[config.mk]
export PLATFORM = sky130hd
export DESIGN_NAME = dmem_arbiter
export DESIGN_NICKNAME = d
export VERILOG_FILES = /design/src/rtl/dmem_arbiter.sv
export SDC_FILE = /design/constraint.sdc
export NUM_CORES = 1
export LEC_CHECK = 0
export ABC_AREA = 0
export CORE_UTILIZATION = 34
export CTS_CLUSTER_DIAMETER = 100
export DETAILED_ROUTE_END_ITERATION = 10
export MAX_ROUTING_LAYER = met4
export PLACE_DENSITY = 0.77
export REMOVE_ABC_BUFFERS = 1
export SYNTH_ARGS = -nofsm -noshare
export SYNTH_HDL_FRONTEND = slang
export SYNTH_SLANG_ARGS = --single-unit
[constraint.sdc]
create_clock -name clk -period 3.9 [get_ports clk]
set_clock_uncertainty 0.15 [all_clocks]
set_input_delay 1.17 -clock clk [delete_from_list [all_inputs] [get_ports clk]]
set_output_delay 1.17 -clock clk [all_outputs]
set_load 0.02 [all_outputs]
[src/rtl/dmem_arbiter.sv]
// dmem_arbiter: two-requester round-robin arbiter and sequencer for the
// single-port 8-bit data memory (synchronous write, registered read).
// Requester 0 is the core load/store path, requester 1 the loader/debug port.
// Each granted access takes three cycles: grant/command, memory access, response.
//
// Optional feature macro: DMEM_ARB_RANGE_CHECK_EN
//   defined   : addresses outside MEM_BASE..MEM_LAST are sequenced but never
//               reach the memory; the owner sees err=1 and rdata=0 with done.
//   undefined : addresses are forwarded unchecked and err0/err1 are tied to 0.
//
// state  | meaning
// IDLE   | no access in flight; requests sampled and arbitrated here
// ACCESS | command on the memory pins; the memory acts at the end of this cycle
// RESP   | read data present on mem_rdata; completion registered at cycle end

module dmem_arbiter #(
  parameter int ADDR_W   = 8,
  parameter int DATA_W   = 8,
  parameter int MEM_BASE = 64,
  parameter int MEM_LAST = 127
) (
  input  logic              clk,
  input  logic              rst_n,
  input  logic              req0,
  input  logic              req1,
  input  logic              we0,
  input  logic              we1,
  input  logic [ADDR_W-1:0] addr0,
  input  logic [ADDR_W-1:0] addr1,
  input  logic [DATA_W-1:0] wdata0,
  input  logic [DATA_W-1:0] wdata1,
  output logic              gnt0,
  output logic              gnt1,
  output logic              done0,
  output logic              done1,
  output logic              err0,
  output logic              err1,
  output logic [DATA_W-1:0] rdata,
  output logic [ADDR_W-1:0] mem_addr,
  output logic [DATA_W-1:0] mem_wdata,
  output logic              mem_we,
  input  logic [DATA_W-1:0] mem_rdata
);

  localparam logic [1:0] IDLE   = 2'd0;
  localparam logic [1:0] ACCESS = 2'd1;
  localparam logic [1:0] RESP   = 2'd2;

  // An inverted address window is a configuration mistake; stop elaboration.
  if (MEM_LAST < MEM_BASE) begin : g_bad_window
    $error("dmem_arbiter: MEM_LAST is below MEM_BASE");
  end

  logic [1:0]        state;
  logic              last_gnt;   // requester granted most recently (1 = requester 1)
  logic              owner;      // requester owning the access in flight
  logic              own_we;     // access in flight is a write
  logic              own_bad;    // access in flight was rejected by the range check

  logic              any_req;
  logic              pick;       // requester chosen this cycle (1 = requester 1)
  logic              sel_we;
  logic [ADDR_W-1:0] sel_addr;
  logic [DATA_W-1:0] sel_wdata;
  logic              cmd_ok;

  // Round-robin pick: a lone request wins outright, a tie goes to the
  // requester that was not granted last, so ties strictly alternate.
  always_comb begin
    any_req   = req0 | req1;
    pick      = (req0 && req1) ? ~last_gnt : req1;
    sel_we    = pick ? we1    : we0;
    sel_addr  = pick ? addr1  : addr0;
    sel_wdata = pick ? wdata1 : wdata0;
  end

`ifdef DMEM_ARB_RANGE_CHECK_EN
  localparam logic [ADDR_W-1:0] BASE_A = ADDR_W'(MEM_BASE);
  localparam logic [ADDR_W-1:0] LAST_A = ADDR_W'(MEM_LAST);
  assign cmd_ok = (sel_addr >= BASE_A) && (sel_addr <= LAST_A);
`else
  assign cmd_ok = 1'b1;
  assign err0   = 1'b0;
  assign err1   = 1'b0;
`endif

  // Sequencer: arbitrate in IDLE, drive the memory in ACCESS, complete in RESP.
  always_ff @(posedge clk) begin
    if (!rst_n) begin
      state     <= IDLE;
      last_gnt  <= 1'b1;
      owner     <= 1'b0;
      own_we    <= 1'b0;
      own_bad   <= 1'b0;
      gnt0      <= 1'b0;
      gnt1      <= 1'b0;
      done0     <= 1'b0;
      done1     <= 1'b0;
      rdata     <= '0;
      mem_addr  <= '0;
      mem_wdata <= '0;
      mem_we    <= 1'b0;
`ifdef DMEM_ARB_RANGE_CHECK_EN
      err0      <= 1'b0;
      err1      <= 1'b0;
`endif
    end else begin
      // Grant, done and err are single-cycle pulses.
      gnt0  <= 1'b0;
      gnt1  <= 1'b0;
      done0 <= 1'b0;
      done1 <= 1'b0;
`ifdef DMEM_ARB_RANGE_CHECK_EN
      err0  <= 1'b0;
      err1  <= 1'b0;
`endif
      case (state)
        IDLE: begin
          if (any_req) begin
            state    <= ACCESS;
            owner    <= pick;
            last_gnt <= pick;
            own_we   <= sel_we;
            own_bad  <= ~cmd_ok;
            gnt0     <= ~pick;
            gnt1     <= pick;
            // A rejected command leaves the memory pins alone so nothing
            // reaches the array; mem_we is already low in IDLE.
            if (cmd_ok) begin
              mem_addr  <= sel_addr;
              mem_wdata <= sel_wdata;
              mem_we    <= sel_we;
            end
          end
        end
        ACCESS: begin
          // The memory has sampled the command at this edge; the address
          // stays put so the registered read keeps returning the same word.
          mem_we <= 1'b0;
          state  <= RESP;
        end
        RESP: begin
          if (own_bad) begin
            rdata <= '0;
          end else if (!own_we) begin
            rdata <= mem_rdata;
          end
          done0 <= ~owner;
          done1 <= owner;
`ifdef DMEM_ARB_RANGE_CHECK_EN
          err0  <= own_bad & ~owner;
          err1  <= own_bad & owner;
`endif
          state <= IDLE;
        end
        default: begin
          state <= IDLE;
        end
      endcase
    end
  end

endmodule

======== Word level (Yosys, flattened, before mapping) ========
Index checks and enable logic that the tools add are counted.
storage, ports and cells
  flip-flop bits (word level) ............. 34
  bits in latches ......................... 0
  memory bits (writable) .................. 0
  ROM bits ................................ 0
  bits of input ports ..................... 46
  logic and storage cells ................. 37
  memories kept ........................... 0
cells by class
  $add $sub $neg .......................... 0
  multiply operators ...................... 0
  div/mod/pow operators ................... 0
  order comparisons ....................... 0
  equality and inequality tests ........... 3
  shifts and indexed selects .............. 0
  multiplexer cells ....................... 9
  bitwise logic cells ..................... 5
  reductions and logical operators ........ 8
operators by type and width
  operator                                                         count
  8-bit two-way mux                                                3
  2-bit AND reduction                                              4
  1-bit inverter                                                   4
  2-bit case mux with 2 select lines                               1
  1-bit two-way mux                                                3
  3-bit AND reduction                                              1
  2-bit by 1-bit == test with 1-bit output, second input constant  1
  2-bit == test, second input constant                             1
  2-bit logical NOT                                                1
  2-bit two-way mux                                                1
  2-bit != test, second input constant                             1
  1-bit case mux with 2 select lines                               1
  2-bit nonzero test                                               1
  1-bit logical AND                                                1
  1-bit OR                                                         1

======== Logic depth before layout (Yosys ltp) ========
Gate-level depths: netlist of run 1.
  depth after elaboration ................. 5
  gate-level depth with buffers ........... 6

======== Worst setup path before layout of run 1 ========
OpenSTA, ideal clock, no wires.
  kind .................................... in2reg
  start ................................... input req1
  end ..................................... register mem_addr[1]
  arrival time ............................ 2.110 ns
  data required time ...................... 3.662 ns
  setup slack ............................. 1.552 ns
  cell stages on the path ................. 6
  path buffers ............................ 3
  cell sequence ........................... buf_6 > or2_1 > and2_1 > buf_6 > buf_6 > a311oi_2
on the way
  longest elaborated chain between the ends .. 3
  elaborated cells on any way between the ends .. 5
  classes of those cells .................. mux (2); bitwise (1); reduce/logical (2)
ends and longest elaborated chain
  element               RTL line  text
  start, declared       25        input logic req1,
  1-bit logical AND     71        pick = (req0 && req1) ? ~last_gnt : req1;
  1-bit two-way mux     71
  8-bit two-way mux     73        sel_addr = pick ? addr1 : addr0;
  end signal, assigned  130       mem_addr <= sel_addr;
  end, declared         39        output logic [ADDR_W-1:0] mem_addr,
Several ways; a longest one is shown, not always the timed one.
A chain may end at the register's enable or synchronous reset.

======== Final worst setup path of run 1 ========
  start ................................... input req1
  end ..................................... register mem_wdata[4]
on the way
  longest elaborated chain between the ends .. 3
  elaborated cells on any way between the ends .. 5
  classes of those cells .................. mux (2); bitwise (1); reduce/logical (2)
ends and longest elaborated chain
  element               RTL line  text
  1-bit logical AND     71
  1-bit two-way mux     71
  8-bit two-way mux     74        sel_wdata = pick ? wdata1 : wdata0;
  end signal, assigned  131       mem_wdata <= sel_wdata;
  end, declared         40        output logic [DATA_W-1:0] mem_wdata,
Several ways; a longest one is shown, not always the timed one.

==> flow_summary.ini, run 1 <==
[floorplan]
die_w_microns = 67.4
start_util = 0.359
pin_count = 77
rows = 23
die_y_microns = 67.4
core_area_sq_mm = 0.00406
dieArea_sq_mm = 0.00455

[power]
power.total_w = 0.00103
power_leakage_nw = 0.878
powerDensity_mw_per_mm2 = 441
peakVddDrop_uv = 215

[cells_and_area]
drive_above_1_share = 0.0925
diodes = 0
final_nets = 272
area_growth_pct = 61.0

[sta]
hold_viol_final = 0
fin_setup_tns_ns = 0
rsz0062_at_grt = false
setup_ws_ns = 1.14
finalCritPeriodShare = 0.708
max-slew-margin-rel = 0.464
max_freq_mhz = 362
period_minus_slack_ns = 2.76
tightest_slew_ns = 0.805
finalSetupViolations = 0
slew_viol_final = 0

[routing]
remaining_drc_errors = 0
routed_via_density = 5.04
via_count = 1396
routed_wl_microns = 3710
wire_per_inst_microns = 13.4
drt_iter0_markers = 67
first_pass_iters = 4
postRouteAntennaNets = 0

[global_route]
grt.total_usage = 0.186
grt_first_pass_wirelength_microns = 6040
antenna_found_initial = 0
grt_max_degree = 23
grt_pass1_vias = 1335
grt-ovfl-total = 0

[clocking]
tritoncts = done
clk-insertion-delay-late_ns = 0.28
clockBufferDepth = 2
ctsResizeCount = 0
hold_buffers = 0
numCtsBuffers = 5
clk_pin_slew_ns = 0.07
post_cts_buffers = 0
h-tree-depth = 2
clock_sinks = 34
cts-root-buf = clkbuf_8

[placed_design]
dp_hpwl_microns = 2550
gp_congestion = 0.669
place_ws_ns = 0.815
io_buffers = 74

[worst_setup_path]
cp_max_fo = 19
crit_path_start_kind = primary input
end_kind = flop
worstSetupPathType = primary input to flop
cp_data_arrival_time_ns = 2.73
worst-endpoint-required_ns = 3.87

[synthesis]
synth_area_sq_mm = 0.00146
synth_common_cells = dfxtp_1 (34), a21oi_1 (18), nand2_1 (17), nand3_1 (17), nor2_1 (10)
synth_seq_area_share = 0.468
synth_edf_count = 0
synthCells = 156
synth_top_area_share = 0.468
synth_cell_types = 28
synth_area_leaders = dfxtp_1 (47%), a311oi_2 (7.2%), a21oi_1 (6.2%)
synthArstFlopShare = 0
yosys.area.top_type = dfxtp_1
syn-mean-instance-area_sq_um = 9.33
ys_warn_count = 0
synth_flop_cell = dfxtp_1
synth.most_common_cell = dfxtp_1
ys_ff_latch = 34

[run_status]
status = complete, no violations

[run]
maxCapViolations = 0

[worst_hold_path]
hp-class = flop to flop
[per-layer routing]
layer / GRT usage / wire (microns)
met5: - / 0
met2: 0.300 / 1830
met3: 0.0693 / 279
met1: 0.214 / 1590
met4: 0.0559 / 17
[report_power, final]
group          switching (W)  total (W)  internal [W]
combinational       0.000115   0.000236      0.000121
clock               0.000131   0.000403      0.000273
sequential         0.0000168   0.000394      0.000378
[worst paths after layout]
kind                            startpoint           end  slack, ns  cells after the start
worst max register to register    state[0]  mem_wdata[4]       1.97                      4
worst min-delay path                 owner         done0       0.30                      1
worst min register to register       owner         done0       0.30                      1
worst max-delay path                  req1  mem_wdata[4]       1.14                      4
[flip-flops by register name, summed over array words and instances (netlist names)]
name and count:
state 2, owner 1, gnt0 1, gnt1 1, rdata 8, done1 1, last_gnt 1, mem_addr 8
mem_we 1, mem_wdata 8, own_we 1, done0 1
[final cells by class]
class	count	area, sq um
clock buffers	6	82.6
clock inverters	2	60.1
fillers	381	1710
inverters	2	7.51
multi-input cells	104	672
flip-flops and latches	34	681
well taps	50	62.6
repair buffers	79	778
[metrics by stage]
step | cell area (sq um) | hold slack [ns] | cells | utilization
finish | 2340 | 0.304 | 277 | 0.578
global route | 2340 | 0.329 | 277 | 0.578
CTS | 2340 | 0.299 | 277 | 0.578
detailed placement | 2200 | 0.286 | 269 | 0.542
global placement | 2200 | 0.273 | 269 | 0.542
floorplan | 1360 | 0.254 | 140 | -
[cells in the final DEF (no fill, tap or decap), types with 2 or more instances in the layout]
master / count
clkdlybuf4s50_1: 74
clkbuf_8: 6
nand2_1: 17
a21oi_1: 18
bufinv_16: 2
buf_4: 5
nand3_1: 17
inv_1: 2
dfxtp_1: 34
mux2i_1: 9
nor2_1: 10
and2_1: 2
conb_1: 2
a311oi_2: 7
a311oi_1: 9
a211oi_1: 2
[cells by family after synthesis]
logic type,count (synthesis),synth area share
other,1,0.00258
multiplexers,9,0.0619
AND/OR/NAND/NOR,53,0.172
buffers and inverters,19,0.0731
flip-flops,34,0.468
AO/OA/AOI/OAI,40,0.223
[worst max-delay path, cell delays in order]
cell	delay [ns]
clkdlybuf4s50_1	0.55
or2_1	0.14
and2_1	0.66
a311oi_1	0.20
Power figures use the tool's default switching activity.
==> inputs of run 2 (changes only) <==
--- a/config.mk
+++ b/config.mk
@@ -10,7 +10,7 @@
 export CTS_CLUSTER_DIAMETER = 100
 export DETAILED_ROUTE_END_ITERATION = 10
 export MAX_ROUTING_LAYER = met4
-export PLACE_DENSITY = 0.77
+export PLACE_DENSITY = 0.8
 export REMOVE_ABC_BUFFERS = 1
 export SYNTH_ARGS = -nofsm -noshare
 export SYNTH_HDL_FRONTEND = slang
==> constraint.sdc (replaced) <==
create_clock -name clk -period 2.3 [get_ports clk]
set_clock_uncertainty 0.15 [all_clocks]
set_input_delay 0.69 -clock clk [delete_from_list [all_inputs] [get_ports clk]]
set_output_delay 0.69 -clock clk [all_outputs]
set_load 0.02 [all_outputs]
==> run 2 against run 1 <==
  * Sequential share of layout area down 1.1 points
  * Cell area up 4.0%
  * Critical path depth down 3
  * Critical path type is now flop to output pin
==> flow_summary.ini, run 2 (synthesis results as in run 1) <==
[run_status]
status = complete, no violations

[worst_setup_path]
end_kind = output pin
worstSetupPathType = flop to output pin
path_delay_family = buffers and inverters
worst-endpoint-required_ns = 1.46
cpMaxStageDelayCell = clkdlybuf4s50_1
crit_path_cell_trace = clkdlybuf4s50_1
critPathBufInv = 1
crit_path_start_kind = flop
cp_data_arrival_time_ns = 1.26
cp_max_fo = 2
slowest_delay_ns = 0.62

[sta]
max_freq_mhz = 476
fin_setup_tns_ns = 0
period_minus_slack_ns = 2.10
finalCritPeriodShare = 0.913
holdWs_ns = 0.298
hold_viol_final = 0
rsz0062_at_grt = false
finalSetupViolations = 0
slew_viol_final = 0

[global_route]
grt_pass1_vias = 1335
grt-ovfl-total = 0
grt_first_pass_wirelength_microns = 6070
grt.total_usage = 0.190
antenna_found_initial = 0
grt_max_degree = 23

[floorplan]
start_util = 0.359
die_w_microns = 67.4
core_area_sq_mm = 0.00406
pin_count = 77
die_y_microns = 67.4
dieArea_sq_mm = 0.00455
rows = 23

[cells_and_area]
layout_common_cells = clkdlybuf4s50_1 (74), dfxtp_1 (34), a21oi_1 (18), nand2_1 (17), nand3_1 (17)
fin_util = 0.600
final_nets = 282
final_common_cell = clkdlybuf4s50_1
fin_area_sq_mm = 0.00244
drive_above_1_share = 0.131
diodes = 0
top_regs = mem_addr x8, mem_wdata x8, rdata x8
area_growth_pct = 67.4

[clocking]
numCtsBuffers = 5
tritoncts = done
clock_sinks = 34
clockBufferDepth = 2
hold_buffers = 0
cts-root-buf = clkbuf_8
clk-insertion-delay-late_ns = 0.29
post_cts_buffers = 0
h-tree-depth = 2
ctsResizeCount = 0
clk_pin_slew_ns = 0.07

[routing]
routed_wl_microns = 3700
via_count = 1387
drt_iter0_markers = 28
first_pass_iters = 4
wire_per_inst_microns = 12.9
postRouteAntennaNets = 0
routed_via_density = 4.83
remaining_drc_errors = 0

[placed_design]
gp_congestion = 0.774
placed_area_sq_mm = 0.00233
dp_hpwl_microns = 2820
io_buffers = 74

[worst_hold_path]
hp-class = flop to flop

[run]
maxCapViolations = 0

[power]
peakVddDrop_uv = 434
power.total_w = 0.00162
powerDensity_mw_per_mm2 = 667
power_leakage_nw = 0.930
## run 2: changes by cell type in the layout (fill, tap and decap cells not counted)
cell and change:
buf_4 +6, buf_12 +4, bufinv_16 -2, clkbuf_8 +2
## run 2: layer usage
metal,vias to the layer above,share of wire,track usage
met5,-,0,-
met2,59,0.45,0.303
met3,7,0.098,0.0878
met4,0,0.015,0.0638
li1,717,-,-
met1,604,0.44,0.208
## run 2: metrics by stage
| stage | instances | setup WS (ns) |
|---|---|---|
| 2_1_floorplan | 140 | 0.184 |
| 4_1_cts | 287 | 0.192 |
| 3_5_place_dp | 279 | -0.0000282 |
| 5_1_grt | 287 | 0.156 |
| 3_3_place_gp | 279 | 0.0797 |
| 6_report | 287 | 0.200 |
## run 2: worst paths after layout
kind                     from          end  slack (ns)  cells after the start
setup / recovery  mem_addr[7]  mem_addr[7]        0.20                      1
hold / removal          owner        done0        0.30                      1
setup reg to reg     state[0]  mem_addr[6]        0.76                      5
hold reg to reg         owner        done0        0.30                      1
## run 2: layout make-up
type,instances,area (sq um)
clock buffer,8,110
inverter,2,7.51
sequential,34,681
multi-input combinational,104,672
timing repair buffer,89,903
tap,50,62.6
fill,347,1620
## run 2: power by group
group          switching (W)  total, W  internal [W]
clock               0.000214  0.000516      0.000302
sequential         0.0000286  0.000669      0.000640
combinational       0.000200  0.000439      0.000239
